[src/rtl/scariv_lsu_ex0_arbiter.sv]
// EX0 entry arbiter for one LSU pipe: picks the older of the replay and issue requests,
// with a starvation override, and holds the winner in a one-entry output register.
module scariv_lsu_ex0_arbiter #(
  parameter int CMT_ID_W     = 6,
  parameter int GRP_W        = 4,
  parameter int PAYLOAD_W    = 128,
  parameter int STARVE_LIMIT = 8
) (
  input  logic                 i_clk,
  input  logic                 i_reset_n,

  input  logic                 i_rpl_valid,
  input  logic [CMT_ID_W-1:0]  i_rpl_cmt_id,
  input  logic [GRP_W-1:0]     i_rpl_grp_id,
  input  logic [PAYLOAD_W-1:0] i_rpl_payload,
  output logic                 o_rpl_ready,

  input  logic                 i_iss_valid,
  input  logic [CMT_ID_W-1:0]  i_iss_cmt_id,
  input  logic [GRP_W-1:0]     i_iss_grp_id,
  input  logic [PAYLOAD_W-1:0] i_iss_payload,
  output logic                 o_iss_ready,

  output logic                 o_ex0_valid,
  output logic                 o_ex0_src,
  output logic [CMT_ID_W-1:0]  o_ex0_cmt_id,
  output logic [GRP_W-1:0]     o_ex0_grp_id,
  output logic [PAYLOAD_W-1:0] o_ex0_payload,
  input  logic                 i_ex0_ready,

  input  logic                 i_flush_valid,
  input  logic [CMT_ID_W-1:0]  i_flush_cmt_id,
  input  logic [GRP_W-1:0]     i_flush_grp_id
);

  localparam logic [7:0] StarveLimit = 8'(STARVE_LIMIT);

  // True when (a_cmt, a_grp) is strictly older than (b_cmt, b_grp).
  // The cmt_id MSB is a wrap bit, so differing MSBs invert the index order.
  function automatic logic isOlder(
    input logic [CMT_ID_W-1:0] a_cmt,
    input logic [GRP_W-1:0]    a_grp,
    input logic [CMT_ID_W-1:0] b_cmt,
    input logic [GRP_W-1:0]    b_grp
  );
    logic res;
    if (a_cmt != b_cmt) begin
      if (a_cmt[CMT_ID_W-1] == b_cmt[CMT_ID_W-1]) begin
        res = (a_cmt[CMT_ID_W-2:0] < b_cmt[CMT_ID_W-2:0]);
      end else begin
        res = (a_cmt[CMT_ID_W-2:0] > b_cmt[CMT_ID_W-2:0]);
      end
    end else begin
      res = (a_grp < b_grp);
    end
    return res;
  endfunction

  logic                 ex0_valid_q,   ex0_valid_d;
  logic                 ex0_src_q,     ex0_src_d;
  logic [CMT_ID_W-1:0]  ex0_cmt_q,     ex0_cmt_d;
  logic [GRP_W-1:0]     ex0_grp_q,     ex0_grp_d;
  logic [PAYLOAD_W-1:0] ex0_payload_q, ex0_payload_d;
  logic [7:0]           starve_cnt_q,  starve_cnt_d;
  logic                 last_src_q,    last_src_d;
  logic                 active_q;

  logic can_load;
  logic arb_en;
  logic both_valid;
  logic rpl_older;
  logic starving;
  logic pick_rpl;
  logic grant_rpl;
  logic grant_iss;
  logic grant;
  logic flush_kill;

  // Arbitration: age order, unless the last winner has monopolised the slot for
  // STARVE_LIMIT consecutive contested grants. active_q keeps grants off while
  // reset is asserted without using the reset net as ordinary logic.
  always_comb begin
    can_load   = ~ex0_valid_q | i_ex0_ready;
    arb_en     = active_q & can_load & ~i_flush_valid;
    both_valid = i_rpl_valid & i_iss_valid;
    rpl_older  = isOlder(i_rpl_cmt_id, i_rpl_grp_id, i_iss_cmt_id, i_iss_grp_id);
    starving   = both_valid & (starve_cnt_q >= StarveLimit);
    pick_rpl   = 1'b0;
    if (both_valid) begin
      pick_rpl = starving ? ~last_src_q : rpl_older;
    end else begin
      pick_rpl = i_rpl_valid;
    end
    grant_rpl  = arb_en & i_rpl_valid & pick_rpl;
    grant_iss  = arb_en & i_iss_valid & ~pick_rpl;
    grant      = grant_rpl | grant_iss;
    // Entries equal to or younger than the flush point are dropped.
    flush_kill = i_flush_valid & ex0_valid_q &
                 ~isOlder(ex0_cmt_q, ex0_grp_q, i_flush_cmt_id, i_flush_grp_id);
  end

  assign o_rpl_ready = grant_rpl;
  assign o_iss_ready = grant_iss;

  // Output register and starvation tracking next-state.
  always_comb begin
    ex0_valid_d   = ex0_valid_q;
    ex0_src_d     = ex0_src_q;
    ex0_cmt_d     = ex0_cmt_q;
    ex0_grp_d     = ex0_grp_q;
    ex0_payload_d = ex0_payload_q;
    starve_cnt_d  = starve_cnt_q;
    last_src_d    = last_src_q;

    if (grant) begin
      ex0_valid_d   = 1'b1;
      ex0_src_d     = grant_rpl;
      ex0_cmt_d     = grant_rpl ? i_rpl_cmt_id  : i_iss_cmt_id;
      ex0_grp_d     = grant_rpl ? i_rpl_grp_id  : i_iss_grp_id;
      ex0_payload_d = grant_rpl ? i_rpl_payload : i_iss_payload;
      last_src_d    = grant_rpl;
      if (both_valid && (grant_rpl == last_src_q)) begin
        starve_cnt_d = (starve_cnt_q >= StarveLimit) ? StarveLimit : starve_cnt_q + 8'd1;
      end else begin
        starve_cnt_d = 8'd1;
      end
    end else if (i_ex0_ready || flush_kill) begin
      ex0_valid_d = 1'b0;
    end
  end

  always_ff @(posedge i_clk or negedge i_reset_n) begin
    if (!i_reset_n) begin
      active_q      <= 1'b0;
      ex0_valid_q   <= 1'b0;
      ex0_src_q     <= 1'b0;
      ex0_cmt_q     <= '0;
      ex0_grp_q     <= '0;
      ex0_payload_q <= '0;
      starve_cnt_q  <= 8'd0;
      last_src_q    <= 1'b0;
    end else begin
      active_q      <= 1'b1;
      ex0_valid_q   <= ex0_valid_d;
      ex0_src_q     <= ex0_src_d;
      ex0_cmt_q     <= ex0_cmt_d;
      ex0_grp_q     <= ex0_grp_d;
      ex0_payload_q <= ex0_payload_d;
      starve_cnt_q  <= starve_cnt_d;
      last_src_q    <= last_src_d;
    end
  end

  assign o_ex0_valid   = ex0_valid_q;
  assign o_ex0_src     = ex0_src_q;
  assign o_ex0_cmt_id  = ex0_cmt_q;
  assign o_ex0_grp_id  = ex0_grp_q;
  assign o_ex0_payload = ex0_payload_q;

endmodule

[config.mk]
export PLATFORM = sky130hd
export DESIGN_NAME = scariv_lsu_ex0_arbiter
export DESIGN_NICKNAME = d
export VERILOG_FILES = /design/src/rtl/scariv_lsu_ex0_arbiter.sv
export SDC_FILE = /design/constraint.sdc
export NUM_CORES = 1
export LEC_CHECK = 0
export BUFFER_PORTS_ARGS = -buffer_cell sky130_fd_sc_hd__buf_2
export CAP_MARGIN = 20
export CELL_PAD_IN_SITES_DETAIL_PLACEMENT = 0
export CELL_PAD_IN_SITES_GLOBAL_PLACEMENT = 1
export CORE_AREA = 5 5 163 165
export DETAILED_ROUTE_END_ITERATION = 8
export DIE_AREA = 0 0 168 170
export PLACE_DENSITY_LB_ADDON = 0.1
export SETUP_SLACK_MARGIN = 0.3
export SLEW_MARGIN = 5
export SYNTH_ARGS = -nofsm -noshare
export SYNTH_HDL_FRONTEND = slang
export SYNTH_SLANG_ARGS = --single-unit
[constraint.sdc]
create_clock -name i_clk -period 3.5 [get_ports i_clk]
set_input_delay 0.525 -clock i_clk [delete_from_list [all_inputs] [get_ports i_clk]]
set_output_delay 0.525 -clock i_clk [all_outputs]
set_load 0.02 [all_outputs]
==> summary.txt <==
Critical path
  – Crit path max fanout: 6
  – Worst path max stage delay: 410 ps
  – Setup crit start: i_rpl_cmt_id[1]
  – R2R setup slack: 750 ps
  – CP Data Arrival Time: 2600 ps
  – CP cell instances: buf_2 > ha_1 > and3_1 > a31oi_1 > o31a_1 > mux2_2 > or3_4 > inv_6 > buf_2
  – Crit start category: input port
  – Crit path max-delay family: simple AND/OR/NAND/NOR gates
  – Req. time, crit path: 2970 ps
  – RR Endpoint: o_ex0_payload[82]
  – CP dominant cell by count: buf_2
  – Worst R2R Path Depth: 9
  – CP endpoint kind: output pin
  – Crit path max-delay cell type: or3_4
  – CP Buf/Inv Count: 3
  – Critical path type: input port to output pin
  – R2r startpoint: starve_cnt_q[7]

Detailed routing
  – DR WL/cell: 18.2 um
  – DR vias/cell: 4.55
  – WL met2: 13.7 mm
  – Highest metal used: met5
  – Vias: 6805
  – Initial DRT Pass Iterations: 5
  – Remaining antenna violation count after routing: 0
  – Initial drt markers: 308
  – DRT Wirelength: 27.2 mm
  – M1 WL: 10.7 mm
  – Routed length on met3: 2.27 mm
  – DRC viols: 0

Yosys
  – Main synth FF type: dfrtp_1
  – Number of synthesized flops with an enable pin: 0
  – Distinct cells, synth: 48
  – Post-Syn Nets: 1044
  – Netlist Area Pre-Place: 0.00741 mm2
  – Async set-reset flop share out of synthesis: 100%
  – Flops & latches, synth: 149
  – Register area share after synthesis: 50.3%
  – Yosys warning count: 0
  – Syn_area_per_cell: 10.1 um2
  – Synth Instances: 734

Placed design
  – Post-DP HPWL: 21.4 mm
  – Placed cell areas: 0.00986 mm2
  – Routability cong.: 0.832
  – Port Buf Inserts: 433
  – Setup Slack @ Placement: 256 ps

CTS
  – CTS tree: done
  – CTS sink cnt: 149
  – Skew-Pair Late Insertion Delay: 420 ps
  – CTS Root Cell: clkbuf_16
  – CTS clk-pin slew, worst paths: 70 ps
  – Post-CTS Setup Inserts: 0
  – Num CTS Buffers: 17
  – H-tree depth: 4
  – Clock buffer depth: 2

Global routing
  – Initial antenna violation count: 9
  – Largest net degree at the start of global routing: 137
  – First-pass GRT wire length: 41.0 mm
  – Gr ovfl total: 0
  – Vias in the first global route: 7192
  – GR Util All Layers: 18.4%

Final layout
  – Synth-to-Final Area Change: 40.9%
  – Layout cells sized above 1: 41.7%
  – Post-Layout Inst Area: 0.0104 mm2
  – Commonest cells after routing, fill and taps aside: buf_2, dfrtp_1, nand2_1
  – Nets: 1460
  – Most common cell after layout, fill and taps aside: buf_2

Floorplan
  – Core ar.: 0.0249 mm2
  – Die W: 168 um
  – Die area: 0.0286 mm2
  – Rows: 58
  – Die Height: 170 um
  – Initial Utilization: 29.8%
  – # IOs: 434

Outcome
  – Run status: completed

STA
  – Final worst slack: 372 ps
  – Setup Viol. Count Final: 0
  – Worst-Margin Slew: 662 ps
  – Skew final: 13.5 ps
  – Hold Fails Final Rpt: 0
  – Slew Limit Fails: 0
  – Slew HR: 55.6%
  – Worst hold slack: 48.2 ps
  – Fmax: 320 MHz
  – Setup TNS: 0 ps
  – Post-layout min period: 3130 ps
  – Post-route clock period utilization: 89.4%
  – RSZ-0062 raised after global routing: false

Power and ir drop
  – VDD IR max: 0.218 mV
  – Leakage power: 5.91 nW
  – Int Pwr: 3.92 mW
  – Sw frac: 36.3%
  – Logic pwr share: 31.9%
  – Sw power: 2.24 mW
  – Power per cell area: 590 mW/mm2
  – Sequential fraction of design power: 38.9%
  – Clock group share of total power: 29.2%

Flow run
  – MaxCap Viol Count: 0

Worst hold path
  – Hold Path Class: input port to async pin
## registers in the layout (all words and copies together) (netlist names)
signal	cells
last_src_q	1
o_ex0_payload	128
o_ex0_valid	1
o_ex0_grp_id	4
active_q	1
starve_cnt_q	8
o_ex0_cmt_id	6
## worst max-delay path by stage
stage	to	depth (start not counted)
floorplan	o_rpl_ready	10
global placement	o_ex0_payload[82]	11
detailed placement	o_ex0_payload[82]	12
CTS	o_rpl_ready	10
global route	o_rpl_ready	9
finish	o_rpl_ready	9
## metrics by stage
stage	utilization (%)	std cells	power, mW
floorplan	-	734	3.53
detailed placement	39.6	1461	4.42
finish	42.0	1496	6.16
global placement	39.6	1461	4.41
CTS	41.9	1492	6.27
global route	42.0	1496	6.54
## cells by family (layout without fill, tap and decap cells)
group | Yosys count | in the layout | synth area share [%]
other cells | 1 | 5 | 0.0506
simple gates | 184 | 184 | 10.4
fa+ha+maj | 18 | 18 | 3.04
mux | 134 | 134 | 18.1
buf+inv | 69 | 497 | 5.02
flops | 149 | 149 | 50.3
compound gates | 176 | 176 | 12.7
xor+xnor | 3 | 3 | 0.355
## final cells by class
| class | count | area, um2 |
|---|---|---|
| clock inverters | 12 | 119 |
| diodes | 4 | 10.0 |
| clock buffers | 19 | 453 |
| flip-flops and latches | 149 | 3730 |
| well taps | 330 | 413 |
| repair buffers | 445 | 2310 |
| fillers | 2573 | 14400 |
| inverters | 21 | 83.8 |
| multi-input cells | 516 | 3320 |
## synth_stat cells (4+ instances only)
| cell | count | area share, % |
|---|---|---|
| dfrtp_1 | 149 | 50 |
| o21ai_1 | 79 | 5.3 |
| buf_6 | 13 | 2.0 |
| mux2i_1 | 133 | 18 |
| buf_2 | 6 | 0.41 |
| and2_1 | 4 | 0.34 |
| nor2_1 | 11 | 0.56 |
| nand3_1 | 5 | 0.34 |
| o21ai_0 | 67 | 4.5 |
| clkbuf_1 | 25 | 1.3 |
| inv_1 | 20 | 1.0 |
| nand2_1 | 147 | 7.4 |
| ha_1 | 18 | 3.0 |
| a21oi_1 | 10 | 0.68 |
## per-layer routing
layer  global-route usage [%]  vias to the layer above
li1                         -                     3365
met1                     21.0                     3141
met2                     32.3                      252
met3                     7.02                       37
met4                     5.40                       10
met5                        0                        -
## power groups by stage
stage               Combinational, mW  Clock [mW]  Sequential (mW)
global route                     2.15        1.94             2.46
detailed placement               2.01           0             2.42
finish                           1.96        1.80             2.40
global placement                 1.99           0             2.42
CTS                              2.00        1.87             2.40
floorplan                       0.610           0             2.92
## timing repair
| item | 4_1_cts | 5_1_grt |
|---|---|---|
| hold buffers | 0 | 0 |
| resized for setup | 0 | 1 |
| endpoints found under the setup margin | 0 | 1 |
Power figures use the tool's default switching activity.
